**src/rtl/storage_wb_bridge_if.sv**
```systemverilog
// storage_wb_bridge_if: Wishbone slave bus bundle; wbs_err_o exists only when STORAGE_WB_ERR_EN is defined
interface storage_wb_bridge_if;
  logic        wbs_cyc_i;
  logic        wbs_stb_i;
  logic        wbs_we_i;
  logic [3:0]  wbs_sel_i;
  logic [31:0] wbs_adr_i;
  logic [31:0] wbs_dat_i;
  logic        wbs_ack_o;
  logic [31:0] wbs_dat_o;
`ifdef STORAGE_WB_ERR_EN
  logic        wbs_err_o;
  modport slave (
    input  wbs_cyc_i, wbs_stb_i, wbs_we_i, wbs_sel_i, wbs_adr_i, wbs_dat_i,
    output wbs_ack_o, wbs_dat_o, wbs_err_o
  );
  modport master (
    output wbs_cyc_i, wbs_stb_i, wbs_we_i, wbs_sel_i, wbs_adr_i, wbs_dat_i,
    input  wbs_ack_o, wbs_dat_o, wbs_err_o
  );
`else
  modport slave (
    input  wbs_cyc_i, wbs_stb_i, wbs_we_i, wbs_sel_i, wbs_adr_i, wbs_dat_i,
    output wbs_ack_o, wbs_dat_o
  );
  modport master (
    output wbs_cyc_i, wbs_stb_i, wbs_we_i, wbs_sel_i, wbs_adr_i, wbs_dat_i,
    input  wbs_ack_o, wbs_dat_o
  );
`endif
endinterface

```
**src/rtl/storage_wb_bridge.sv**
```systemverilog
// storage_wb_bridge: Wishbone slave driving the mgmt R/W port of up to 8 banks of 512x32 SRAM
// STORAGE_WB_ERR_EN: out-of-range banks answer with wbs_err_o instead of an ack
module storage_wb_bridge #(
  parameter int          BLOCKS    = 2,
  parameter logic [31:0] BASE_ADDR = 32'h3000_0000,
  parameter logic [31:0] ADDR_MASK = 32'hFFFF_C000
) (
  input  logic                  wb_clk_i,
  input  logic                  wb_rst_i,
  storage_wb_bridge_if.slave    wb,
  output logic [BLOCKS-1:0]     mem_ena,
  output logic [BLOCKS-1:0]     mem_wen,
  output logic [BLOCKS*4-1:0]   mem_wen_mask,
  output logic [8:0]            mem_addr,
  output logic [31:0]           mem_wdata,
  input  logic [BLOCKS*32-1:0]  mem_rdata
);
  typedef enum logic [1:0] {IDLE, ACCESS, RDWAIT, ACK} state_t;
  state_t state_q, state_d;
  logic [2:0] bank_q, bank_d;
  logic we_q, we_d, oor_q, oor_d;
  logic [BLOCKS-1:0] ena_q, ena_d, wen_q, wen_d;
  logic [BLOCKS*4-1:0] mask_q, mask_d;
  logic [8:0] addr_q, addr_d;
  logic [31:0] wdata_q, wdata_d, dat_q, dat_d;
  logic ack_q, ack_d;
`ifdef STORAGE_WB_ERR_EN
  logic err_q, err_d;
`endif
  logic hit, req_oor, no_write;
  logic [2:0] req_bank;
  logic [BLOCKS-1:0] req_sel;
  logic [BLOCKS*4-1:0] lane_mask;
  logic [255:0] rd_all;
  assign hit       = wb.wbs_cyc_i & wb.wbs_stb_i & ((wb.wbs_adr_i & ADDR_MASK) == BASE_ADDR);
  assign req_bank  = wb.wbs_adr_i[13:11];
  assign req_oor   = 32'(req_bank) >= 32'(BLOCKS);
  assign req_sel   = BLOCKS'(1) << req_bank;
  assign lane_mask = (BLOCKS*4)'(wb.wbs_sel_i) << {req_bank, 2'b00};
  assign no_write  = req_oor | ~wb.wbs_we_i;
  assign rd_all    = 256'(mem_rdata);
  always_comb begin
    state_d = state_q;
    bank_d  = bank_q;
    we_d    = we_q;
    oor_d   = oor_q;
    addr_d  = addr_q;
    wdata_d = wdata_q;
    dat_d   = dat_q;
    ena_d   = '1;
    wen_d   = '1;
    mask_d  = '0;
    ack_d   = 1'b0;
`ifdef STORAGE_WB_ERR_EN
    err_d   = 1'b0;
`endif
    unique case (state_q)
      IDLE: if (hit) begin
        state_d = ACCESS;
        bank_d  = req_bank;
        we_d    = wb.wbs_we_i;
        oor_d   = req_oor;
        addr_d  = wb.wbs_adr_i[10:2];
        wdata_d = wb.wbs_dat_i;
        ena_d   = req_oor ? '1 : ~req_sel;
        wen_d   = no_write ? '1 : ~req_sel;
        mask_d  = no_write ? '0 : lane_mask;
      end
      ACCESS: begin
        state_d = !wb.wbs_cyc_i ? IDLE : (we_q || oor_q) ? ACK : RDWAIT;
`ifdef STORAGE_WB_ERR_EN
        ack_d   = wb.wbs_cyc_i & we_q & ~oor_q;
        err_d   = wb.wbs_cyc_i & oor_q;
`else
        // out-of-range banks are acked; reads of them return zero
        ack_d   = wb.wbs_cyc_i & (we_q | oor_q);
        dat_d   = (wb.wbs_cyc_i && oor_q && !we_q) ? '0 : dat_q;
`endif
      end
      RDWAIT: begin
        state_d = wb.wbs_cyc_i ? ACK : IDLE;
        ack_d   = wb.wbs_cyc_i;
        dat_d   = wb.wbs_cyc_i ? rd_all[{bank_q, 5'b0} +: 32] : dat_q;
      end
      default: state_d = IDLE;
    endcase
  end
  always_ff @(posedge wb_clk_i) begin
    if (wb_rst_i) begin
      state_q <= IDLE;
      bank_q  <= '0;
      we_q    <= 1'b0;
      oor_q   <= 1'b0;
      addr_q  <= '0;
      wdata_q <= '0;
      dat_q   <= '0;
      ena_q   <= '1;
      wen_q   <= '1;
      mask_q  <= '0;
      ack_q   <= 1'b0;
    end else begin
      state_q <= state_d;
      bank_q  <= bank_d;
      we_q    <= we_d;
      oor_q   <= oor_d;
      addr_q  <= addr_d;
      wdata_q <= wdata_d;
      dat_q   <= dat_d;
      ena_q   <= ena_d;
      wen_q   <= wen_d;
      mask_q  <= mask_d;
      ack_q   <= ack_d;
    end
  end
`ifdef STORAGE_WB_ERR_EN
  always_ff @(posedge wb_clk_i) begin
    if (wb_rst_i) err_q <= 1'b0;
    else err_q <= err_d;
  end
  assign wb.wbs_err_o = err_q;
`endif
  assign wb.wbs_ack_o   = ack_q;
  assign wb.wbs_dat_o   = dat_q;
  assign mem_ena        = ena_q;
  assign mem_wen        = wen_q;
  assign mem_wen_mask   = mask_q;
  assign mem_addr       = addr_q;
  assign mem_wdata      = wdata_q;
endmodule

```
**src/flat_wrapper.sv**
```systemverilog
// flat-port wrapper written by rule: the top's interface ports become plain ports
module storage_wb_bridge_flat 
#(
  parameter int          BLOCKS    = 2,
  parameter logic [31:0] BASE_ADDR = 32'h3000_0000,
  parameter logic [31:0] ADDR_MASK = 32'hFFFF_C000
)
  (wb_clk_i, wb_rst_i, mem_ena, mem_wen, mem_wen_mask, mem_addr, mem_wdata, mem_rdata, wb_wbs_cyc_i, wb_wbs_stb_i, wb_wbs_we_i, wb_wbs_sel_i, wb_wbs_adr_i, wb_wbs_dat_i, wb_wbs_ack_o, wb_wbs_dat_o);
  storage_wb_bridge_if wb_i ();
  input  logic wb_clk_i;
  input  logic wb_rst_i;
  output logic [BLOCKS-1:0] mem_ena;
  output logic [BLOCKS-1:0] mem_wen;
  output logic [BLOCKS*4-1:0] mem_wen_mask;
  output logic [8:0] mem_addr;
  output logic [31:0] mem_wdata;
  input  logic [BLOCKS*32-1:0] mem_rdata;
  input wire logic [$bits(wb_i.wbs_cyc_i)-1:0] wb_wbs_cyc_i;
  input wire logic [$bits(wb_i.wbs_stb_i)-1:0] wb_wbs_stb_i;
  input wire logic [$bits(wb_i.wbs_we_i)-1:0] wb_wbs_we_i;
  input wire logic [$bits(wb_i.wbs_sel_i)-1:0] wb_wbs_sel_i;
  input wire logic [$bits(wb_i.wbs_adr_i)-1:0] wb_wbs_adr_i;
  input wire logic [$bits(wb_i.wbs_dat_i)-1:0] wb_wbs_dat_i;
  output wire logic [$bits(wb_i.wbs_ack_o)-1:0] wb_wbs_ack_o;
  output wire logic [$bits(wb_i.wbs_dat_o)-1:0] wb_wbs_dat_o;
  assign wb_i.wbs_cyc_i = wb_wbs_cyc_i;
  assign wb_i.wbs_stb_i = wb_wbs_stb_i;
  assign wb_i.wbs_we_i = wb_wbs_we_i;
  assign wb_i.wbs_sel_i = wb_wbs_sel_i;
  assign wb_i.wbs_adr_i = wb_wbs_adr_i;
  assign wb_i.wbs_dat_i = wb_wbs_dat_i;
  assign wb_wbs_ack_o = wb_i.wbs_ack_o;
  assign wb_wbs_dat_o = wb_i.wbs_dat_o;
  storage_wb_bridge #(.BLOCKS(BLOCKS), .BASE_ADDR(BASE_ADDR), .ADDR_MASK(ADDR_MASK)) u_core (.wb_clk_i(wb_clk_i), .wb_rst_i(wb_rst_i), .wb(wb_i), .mem_ena(mem_ena), .mem_wen(mem_wen), .mem_wen_mask(mem_wen_mask), .mem_addr(mem_addr), .mem_wdata(mem_wdata), .mem_rdata(mem_rdata));
endmodule
```
**config.mk**
```make
export PLATFORM = sky130hd
export DESIGN_NAME = storage_wb_bridge_flat
export DESIGN_NICKNAME = d
export VERILOG_FILES = /design/src/rtl/storage_wb_bridge_if.sv /design/src/rtl/storage_wb_bridge.sv /design/src/flat_wrapper.sv
export SDC_FILE = /design/constraint.sdc
export NUM_CORES = 1
export LEC_CHECK = 0
export ABC_AREA = 1
export CELL_PAD_IN_SITES_DETAIL_PLACEMENT = 1
export CELL_PAD_IN_SITES_GLOBAL_PLACEMENT = 1
export CORE_MARGIN = 2
export CORE_UTILIZATION = 24
export CTS_CLUSTER_DIAMETER = 60
export DETAILED_ROUTE_END_ITERATION = 7
export GPL_ROUTABILITY_DRIVEN = 1
export PLACE_DENSITY = 0.75
export SLEW_MARGIN = 20
export SYNTH_ARGS = -nofsm -noshare
export SYNTH_HDL_FRONTEND = slang
export SYNTH_SLANG_ARGS = --single-unit
```
**constraint.sdc**
```tcl
create_clock -name wb_clk_i -period 1.5 [get_ports wb_clk_i]
set_input_delay 0.3 -clock wb_clk_i [delete_from_list [all_inputs] [get_ports wb_clk_i]]
set_output_delay 0.3 -clock wb_clk_i [all_outputs]
set_load 0.02 [all_outputs]
```
### After elaboration in Yosys (flattened, before gate mapping)

Cells that the tools add are included.

* magnitude comparators: 1
* eq/ne operators: 6
* shift-type cells: 3
* muxes and demuxes: 9
* bitwise logic cells: 9
* reductions and logical operators: 10

Operator list (count)
* $shiftx 256x9->32: 1
* $mux 32: 2
* $pmux 32 s2: 1
* $eq 18x16->1 const B: 1
* $reduce_or 4->1: 2
* $shl 4x5->8: 1
* $mux 2: 3
* $pmux 2 s3: 1
* $ne 2x1->1 const B: 2
* $and 1x1->1: 3
* $ge 3x2->1 const B: 1
* $not 1->1: 3
* $reduce_and 3->1: 1
* $shl 1x3->2 const A: 1
* $eq 2x1->1 const B: 1
* $eq 2x2->1 const B: 1
* $logic_and 1x1->1: 2
* $logic_not 2->1: 1
* $ne 2x2->1 const B: 1
* $not 2->2: 1
* $or 1x1->1: 2
* $pmux 1 s2: 1
* $reduce_and 2->1: 1
* $reduce_bool 2->1: 1
* 3 further kinds: 3

* register bits after elaboration: 93
* input bits: 137
* output and inout port bits: 86
* word-level logic and storage cells: 49

### Longest topological paths before layout

* depth in word-level cells: 4
* gate-level depth with buffers: 9
* gate-level depth less buffers: 9

### Worst setup path after synthesis

Ideal clock, no wire load.

* kind: flip-flop to flip-flop
* from: register u_core.state_q[0]
* to: register u_core.dat_q[0], in the netlist u_core.wb.wbs_dat_o[0]
* library setup time: 0.070 ns
* arrival: 1.426 ns
* required time: 1.430 ns
* setup slack: 0.004 ns
* stages on the path, launching flop included: 8
* buffers on the path: 1
* period minus slack after synthesis: 1.496 ns
* cells stage by stage: dfxtp_1 inv_1 ha_1 o21a_1 nand2_1 clkbuf_1 nand2_1 a21oi_1

* word-level cells in the longest chain between the ends: 3
* elaborated cells on any way between the ends: 7
* those cells by class: 4 x eq/ne; 1 x mux; 2 x reduce/logical

RTL lines
* from (decl): RTL line storage_wb_bridge.sv:19 `state_t state_q, state_d;`
* from (signal assigned): RTL line storage_wb_bridge.sv:102 `state_q <= state_d;`
* $eq 2x1->1 or $eq 2x2->1 (tied branches): RTL line storage_wb_bridge.sv:57 `unique case (state_q)`
* $ne 2x1->1 (no source line) (tied with other cells)
* $reduce_and 3->1 (no source line)
* to (signal assigned): RTL line storage_wb_bridge.sv:108 `dat_q <= dat_d;`
* to (decl): RTL line storage_wb_bridge.sv:25 `logic [31:0] wdata_q, wdata_d, dat_q, dat_d;`

Parallel ways exist; a longest one is shown, timed or not.
A chain may end at the register's enable or synchronous reset.

### Final worst setup path

Ends and elaborated chain as after synthesis.

==> results.yml <==
outcome:
  status: "finished, violations left"
  failed_checks: "negative setup slack"
clock_tree:
  cts.clk_slew.worst_paths_ns: 0.08
  clock_latency_ns: 0.35
  clock_sinks: 93
  cts_root_buf: "clkbuf_16"
  cts_tree: "yes"
  htreeDepth: 3
  holdBufCountCts: 0
  cts_inserted_buffers: 9
  clockBufferDepth: 2
floorplan:
  coreArea_um2: 17100
  die_w_um: 136
  die_area_um2: 18500
  start_util: 0.244
  rows: 48
  io_pins: 223
  die_height_um: 136
final_layout:
  register_area_um2: 1870
  final_layout_size_suffix_gt1_frac: 0.231
  multi_input_area_um2: 2180
  diodes: 0
  fillers: 2052
  syn_to_final_growth_pct: 86.8
  nets: 958
sta:
  maxSlewHeadroom: 0.761
  min_period_ns: 1.54
  final.setup.worst_slack_ns: -0.0446
  rsz0062_at_grt: "true"
  period_share: 1.03
  slew_violations: 0
  setup_viol: 6
  timing.hold.ws_ns: 0.460
  worst_pin_slew_ns: 0.356
  fmax_mhz: 647
  hold_viol_final: 0
  fin_skew_ns: 0.0117
  final.setup.tns_ns: -0.0824
routing:
  vias: 4525
  drt_iter0_markers: 83
  drtPass1Iterations: 4
  routedWlPerCell_um: 15.6
  ant_nets: 0
  wirelength_um: 16300
  drc: 0
  via_per_inst: 4.32
synth:
  synth_area_leaders: "dfxtp_1, nand2_1, mux2_2, nor2_1, inv_1"
  syn_avg_cell_area_um2: 7.33
  ys_ff_latch: 93
  yosys.cell_types.count: 24
  synth_common_cells: "nand2_1, nor2_1, dfxtp_1, inv_1, nand3_1"
  ys_warn_count: 0
  synth_nets: 710
  synthesis.area_um2: 4170
  async_flop_share: 0
  yosysMostFrequentCell: "nand2_1"
  syn_inst: 569
  synthFlopType: "dfxtp_1"
  synth_top_area_cell: "dfxtp_1"
  ys_seq_area_frac: 0.446
  synth_edf_count: 0
  yosys.area.top_type_share: 0.446
placed_design:
  routabilityCongestion: 0.709
  dp_hpwl_um: 10500
  io_buffers: 220
  dpl_worst_slack_ns: -0.350
grt:
  track_usage: 0.145
  antenna_found_initial: 1
  grt-ovfl-total: 0
  grt_max_degree: 56
  grt_pass1_wl_um: 21200
  grt_pass1_vias: 4358
critical_path:
  worstPathRequired_ns: 1.77
  critical_path_peak_fanout: 6
  critical_path.endpoint_type: "flop"
  critPathMaxStageDelay_ns: 0.39
  critical_path_class: "reg -> reg"
  crit_chain: "inv_4, ha_4, o21a_1, nand2_2, buf_8, clkbuf_16, nand2_1, a21oi_2"
  cp_slowest_cell: "dfxtp_4"
  cp-start-kind: "flop"
  cp.arrival_ns: 1.82
pwr:
  ir_worst_vdd_mv: 0.526
  cellLeakagePower_nw: 3.74
  p_total_w: 0.00708
  power-per-cell-area_nw_per_um2: 908
worst_hold_path:
  worst_hold_path_type: "reg -> reg"
job:
  maxCapViolations: 0
registers in the layout (all words and copies together) (netlist names):
register and count:
u_core.we_q 1, u_core.oor_q 1, u_core.mem_addr 9, u_core.wb.wbs_dat_o 32, u_core.state_q 2, u_core.wb.wbs_ack_o 1
u_core.bank_q 3, u_core.mem_wen_mask 8, u_core.mem_wdata 32, u_core.mem_wen 2, u_core.mem_ena 2
area by class of cell:
cell class / count / share of cell area
multi-input combinational: 379 / 0.279
timing repair buffer: 269 / 0.373
clock inverter: 7 / 0.00963
clock buffer: 9 / 0.0289
sequential: 93 / 0.240
inverter: 65 / 0.0329
tap: 225 / 0.0361
layer usage:
layer / vias to the layer above / share of wire / wire (um) / global-route usage
met1: 2081 / 0.39 / 6380 / 0.161
met2: 176 / 0.49 / 8000 / 0.247
met3: 14 / 0.11 / 1720 / 0.0645
met4: 0 / 0.014 / 235 / 0.0532
li1: 2254 / - / - / -
met5: - / 0 / 0 / 0
stage by stage:
step                cells  area [um2]   util
global route         1047        7790  0.455
detailed placement   1006        6800  0.397
global placement     1006        6800  0.397
finish               1047        7790  0.455
CTS                  1022        7010  0.410
floorplan             569        4170      -
power breakdown:
group          switching [W]  internal, W  leakage, nW
clock network        0.00114      0.00119        0.145
logic               0.000990      0.00118         2.84
registers          0.0000518      0.00253        0.751
total                0.00218      0.00489         3.74
critical path: cells and delay by family, from the launching register on:
kind	cells	cell delay, ns
flops	1	0.39
buf+inv	3	0.37
compound gates	2	0.36
simple gates	2	0.20
fa+ha+maj	1	0.15
final timing paths:
path	start	end	slack (ns)	depth (start not counted)
worst max register to register	u_core.state_q[0]	u_core.wb.wbs_dat_o[0]	-0.04	8
worst min-delay path	u_core.wb.wbs_dat_o[28]	u_core.wb.wbs_dat_o[28]	0.46	2
worst min register to register	u_core.wb.wbs_dat_o[28]	u_core.wb.wbs_dat_o[28]	0.46	2
worst max-delay path	u_core.state_q[0]	u_core.wb.wbs_dat_o[0]	-0.04	8
cell usage in the layout (no fill, tap or decap), types with 2 or more instances in the layout:
cell type        count
buf_8                3
nor2_4               4
dlymetal6s2s_1      18
ha_4                 3
buf_12              10
inv_2                3
nand3_2             15
nand3_4              3
dlygate4sd2_1       86
dfxtp_4              2
inv_6                2
a21oi_1             17
nor2_2              27
nand2_2             14
clkbuf_16           22
dfxtp_1             91
inv_1               58
nand2_1            130
nand4_1              2
buf_4               16
nand3_1             21
buf_6                7
a21oi_2             16
mux2_2              32
inv_8                3
inv_4                3
nor2_1              88
clkdlybuf4s50_1    116
logic make-up after synthesis:
| logic type | after synthesis | synth area share |
|---|---|---|
| simple gates | 306 | 0.314 |
| buf+inv | 97 | 0.0951 |
| flops | 93 | 0.446 |
| compound gates | 37 | 0.0462 |
| mux | 32 | 0.0864 |
| fa+ha+maj | 4 | 0.0120 |
repair_timing:
action	in CTS	in global routing
hold endpoints to repair	0	0
gates cloned	0	19
gates resized for setup	91	97
pin swaps	0	47
setup buffers	0	6
setup endpoints to repair	118	88
Note: power is estimated with default switching activity, not from simulation.
